File: src/rtl/ascon_pack.sv
// ascon_pack: shared types for the Ascon datapath
package ascon_pack;
  typedef logic [63:0] u64_t;
endpackage

File: src/rtl/ascon_in_fifo.sv
// ascon_in_fifo: packs 32-bit half-words into 64-bit entries of a FWFT FIFO
module ascon_in_fifo
  import ascon_pack::*;
#(
  parameter int Depth = 8
) (
  input  logic                       clk,
  input  logic                       rst,
  input  logic                       flush_i,
  input  logic                       wr_en_i,
  input  logic [31:0]                wdata_i,
  input  logic                       pop_i,
  output u64_t                       rdata_o,
  output logic                       empty_o,
  output logic                       full_o,
  output logic [$clog2(Depth+1)-1:0] count_o,
  output logic                       half_o,
  output logic                       ovf_o
);
  localparam int PW = $clog2(Depth);
  localparam int CW = $clog2(Depth + 1);
  u64_t          mem [Depth];
  logic [PW-1:0] wptr, rptr;
  logic [31:0]   hold;
  logic          accept, push, pop;
  // a full FIFO still takes a second half-word when the same cycle frees a slot
  always_comb begin
    accept = wr_en_i & ~(half_o & full_o & ~pop_i);
    push   = accept & half_o;
    pop    = pop_i & ~empty_o;
  end
  assign empty_o = count_o == '0;
  assign full_o  = count_o == CW'(Depth);
  assign rdata_o = mem[rptr];
  // storage carries no reset; validity lives in the pointers and count
  always_ff @(posedge clk)
    if (push & ~flush_i & ~rst) mem[wptr] <= {hold, wdata_i};
  // pointers, occupancy, packing register and sticky overflow
  always_ff @(posedge clk) begin
    if (rst || flush_i) begin
      wptr    <= '0;
      rptr    <= '0;
      count_o <= '0;
      hold    <= '0;
      half_o  <= 1'b0;
      ovf_o   <= 1'b0;
    end else begin
      wptr    <= push ? wptr + 1'b1 : wptr;
      rptr    <= pop ? rptr + 1'b1 : rptr;
      count_o <= count_o + CW'(push) - CW'(pop);
      hold    <= accept & ~half_o ? wdata_i : hold;
      half_o  <= accept ? ~half_o : half_o;
      ovf_o   <= ovf_o | (wr_en_i & ~accept);
    end
  end
endmodule

File: config.mk
export PLATFORM = sky130hd
export DESIGN_NAME = ascon_in_fifo
export DESIGN_NICKNAME = d
export VERILOG_FILES = /design/src/rtl/ascon_pack.sv /design/src/rtl/ascon_in_fifo.sv
export SDC_FILE = /design/constraint.sdc
export NUM_CORES = 1
export LEC_CHECK = 0
export ABC_AREA = 1
export BUFFER_PORTS_ARGS = -buffer_cell sky130_fd_sc_hd__buf_2
export CAP_MARGIN = 20
export CORE_AREA = 2 2 201 203
export CTS_CLUSTER_SIZE = 25
export DETAILED_ROUTE_END_ITERATION = 8
export DIE_AREA = 0 0 203 205
export PLACE_DENSITY = 0.75
export SYNTH_ARGS = -nofsm -noshare
export SYNTH_HDL_FRONTEND = slang
export SYNTH_SLANG_ARGS = --single-unit
File: constraint.sdc
create_clock -name clk -period 4.5 [get_ports clk]
set_input_delay 1.125 -clock clk [delete_from_list [all_inputs] [get_ports clk]]
set_output_delay 1.125 -clock clk [all_outputs]
set_load 0.01 [all_outputs]
==> results.json <==
{
  "outcome": "finished clean",
  "tritoncts": "yes",
  "final_layout_size_suffix_gt1_share_pct": 12.7,
  "place.detailed.hpwl_um": 25800,
  "ys_types": 27,
  "critical_path.max_fanout": 95,
  "cts.repair.resized": 0,
  "drc": 0,
  "ys_seq_area_share_pct": 75.8,
  "die_height_um": 205,
  "detail_route.first_pass.iterations": 5,
  "yosys.area.top_type": "sky130_fd_sc_hd__edfxtp_1",
  "drv_cap": 0,
  "drt_wl_total_um": 48300,
  "ir_drop_mv": 0.274,
  "grt_start_max_net_pins": 257,
  "port_buffers": 108,
  "finalHoldViolations": 0,
  "fin_skew_ns": 0.0182,
  "finalNetCount": 1823,
  "synth.avg_cell_area_um2": 12.8,
  "arrival_ns": 2.66,
  "cts_made_buffers": 53,
  "clk_pin_slew_ns": 0.06,
  "comb_power_share_pct": 6.5,
  "clock_power_share_pct": 39.7,
  "floorplan.io_pins": 109,
  "worstSetupPathType": "register to output port",
  "final_min_period_over_clock_period_pct": 84.1,
  "drt-wirelength-per-cell_um": 20.6,
  "final_util_pct": 61.9,
  "power.switching_fraction_pct": 21.8,
  "cts_num_sinks": 559,
  "launching_element_type_of_the_critical_path": "register",
  "cts_htree_levels": 2,
  "cts.repair_timing.setup_buffer_count": 0,
  "final_antenna_net_count": 0,
  "hold_path.class": "register to register",
  "power_frac_seq_pct": 53.8,
  "min_period_ns": 3.79,
  "fp.dieArea_um2": 41600,
  "setup_viol": 0,
  "grt_usage_pct": 23.2,
  "synth_cells": 1688,
  "switchingPower_w": 0.00233,
  "rsz0062_at_grt": "no",
  "vias_per_cell": 5.83,
  "final_standard_cell_count_with_taps_included_and_fillers_excluded": 2348,
  "fp-row-count": 73,
  "final.fill_count": 2897,
  "initial_utilization_pct": 54.7,
  "initialDrtViolationCount": 1460,
  "worst_ep_required_time_ns": 3.38,
  "ys_warn_count": 0,
  "dp.cells": 2247,
  "max_clock_freq_ghz": 0.264,
  "grt_first_pass_wirelength_um": 74100,
  "internal_power_w": 0.00833,
  "cts_hold_repair.buffers": 0,
  "clk_root_buffer_cell": "sky130_fd_sc_hd__clkbuf_16",
  "relSlewSlack_pct": 25.4,
  "powerDensity_nw_per_um2": 438,
  "ctsLongestPathBuffers": 3,
  "design.core.area_um2": 39400,
  "syn_nets": 1734,
  "netlist.area_leader.share_pct": 71.4,
  "vias": 13700,
  "power.static_leakage_nw": 8.43,
  "clock_insertion_delay_worst_skew_ns": 0.58,
  "worst_setup_path_end_kind": "output port",
  "worst_slew_pin_slew_ns": 1.12,
  "grt-ovfl-total": 0,
  "finalWeightedCongestion": 0.775,
  "mappedNetlistArea_um2": 21500,
  "slew_violations": 0,
  "antenna_violations_before_repair": 1,
  "synth_seq_cells": 559,
  "cells_taking_the_most_area_after_synthesis": "sky130_fd_sc_hd__edfxtp_1 71%, sky130_fd_sc_hd__nor2_1 6.0%, sky130_fd_sc_hd__o21ai_0 5.6%",
  "area_growth_syn_to_layout_pct": 13.1,
  "die_w_um": 203,
  "grt_pass1_vias": 13400
}
## power by group through the flow
stage,sequential [W],clock (W),combinational [W]
after floorplan,0.00582,0,0.000453
after global placement,0.00584,0,0.000670
after detailed placement,0.00584,0,0.000694
after CTS,0.00573,0.00428,0.000697
after global routing,0.00573,0.00448,0.000774
final,0.00573,0.00423,0.000695
## stage by stage
step | setup WS, ns | TNS, ns | cell area (µm²) | hold slack (ns) | total power (W)
floorplan | -0.180 | -91.96 | 21500 | 0.466 | 0.00627
global placement | 1.35 | 0 | 22700 | 0.457 | 0.00651
detailed placement | 1.30 | 0 | 22700 | 0.469 | 0.00653
CTS | 0.724 | 0 | 24300 | 0.494 | 0.0107
global route | 0.512 | 0 | 24300 | 0.521 | 0.0110
finish | 0.715 | 0 | 24300 | 0.491 | 0.0107
## cell families after synthesis
group,share of synthesized area (%)
buffers and inverters,3.09
XOR/XNOR,0.0407
adder cells (fa/ha/maj),0.558
AND/OR/NAND/NOR,9.87
flip-flops,75.8
AO/OA/AOI/OAI,10.7
## critical path, stage by stage (launching register included)
cell and delay, ns:
sky130_fd_sc_hd__dfxtp_4 0.36, sky130_fd_sc_hd__inv_6 0.53, sky130_fd_sc_hd__buf_4 0.44, sky130_fd_sc_hd__o21ai_0 0.15
sky130_fd_sc_hd__o22ai_1 0.17, sky130_fd_sc_hd__nand2_1 0.07, sky130_fd_sc_hd__nand2_1 0.14, sky130_fd_sc_hd__buf_2 0.15
## synth_stat cells (all sizes together)
master  instances
o21a            1
ha              8
dfxtp          47
a21oi           5
nand3           7
nand4           2
o211ai          1
o21ai         291
clkbuf         56
nor2          344
xor2            1
o22ai         128
nand2         207
edfxtp        512
buf            51
fa              1
inv            25
nor3b           1
## registers in the layout, indices dropped and copies added (netlist names), named ones only
| register | cells |
|---|---|
| count_o | 4 |
| hold | 32 |
| mem | 512 |
| wptr | 3 |
| half_o | 1 |
| ovf_o | 1 |
| rptr | 3 |
## final cells by class
class / instances / area, µm² / area share, %
antenna: 1 / 2.50 / 0.0103
clock buffer: 84 / 1560 / 6.39
clock inverter: 16 / 106 / 0.437
inverter: 25 / 100 / 0.411
multi-input combinational: 997 / 4610 / 19.0
sequential: 559 / 16300 / 67.0
tap: 525 / 657 / 2.70
timing repair buffer: 141 / 988 / 4.06
## metal layers
metal  GRT usage [%]  wire (µm)  vias up
met1            31.2      19600     6703
met5               0          0        -
li1                -          -     6277
met2            38.6      23400      606
met3            4.17       3990       95
met4            8.06       1360        0
## cell usage in the layout, fill, tap and decap left out, drive strengths merged
| master | count |
|---|---|
| a21oi | 5 |
| buf | 141 |
| bufinv | 1 |
| clkbuf | 84 |
| clkinv | 15 |
| dfxtp | 47 |
| diode | 1 |
| edfxtp | 512 |
| fa | 1 |
| ha | 8 |
| inv | 25 |
| nand2 | 207 |
| nand3 | 7 |
| nand4 | 2 |
| nor2 | 344 |
| nor3b | 1 |
| o211ai | 1 |
| o21a | 1 |
| o21ai | 291 |
| o22ai | 128 |
| xor2 | 1 |
## path summary, 6_finish.rpt
check	start	endpoint	slack [ns]	cells past startpoint
worst max-delay path	register	rdata_o[29]	0.71	7
worst min-delay path	ovf_o$_SDFF_PP0_	ovf_o$_SDFF_PP0_	0.49	1
worst max register to register	count_o[2]$_SDFF_PP0_	mem[6][59]$_DFFE_PP_	1.88	6
worst min register to register	ovf_o$_SDFF_PP0_	ovf_o$_SDFF_PP0_	0.49	1
No activity file was read; power rests on OpenSTA's default activity.
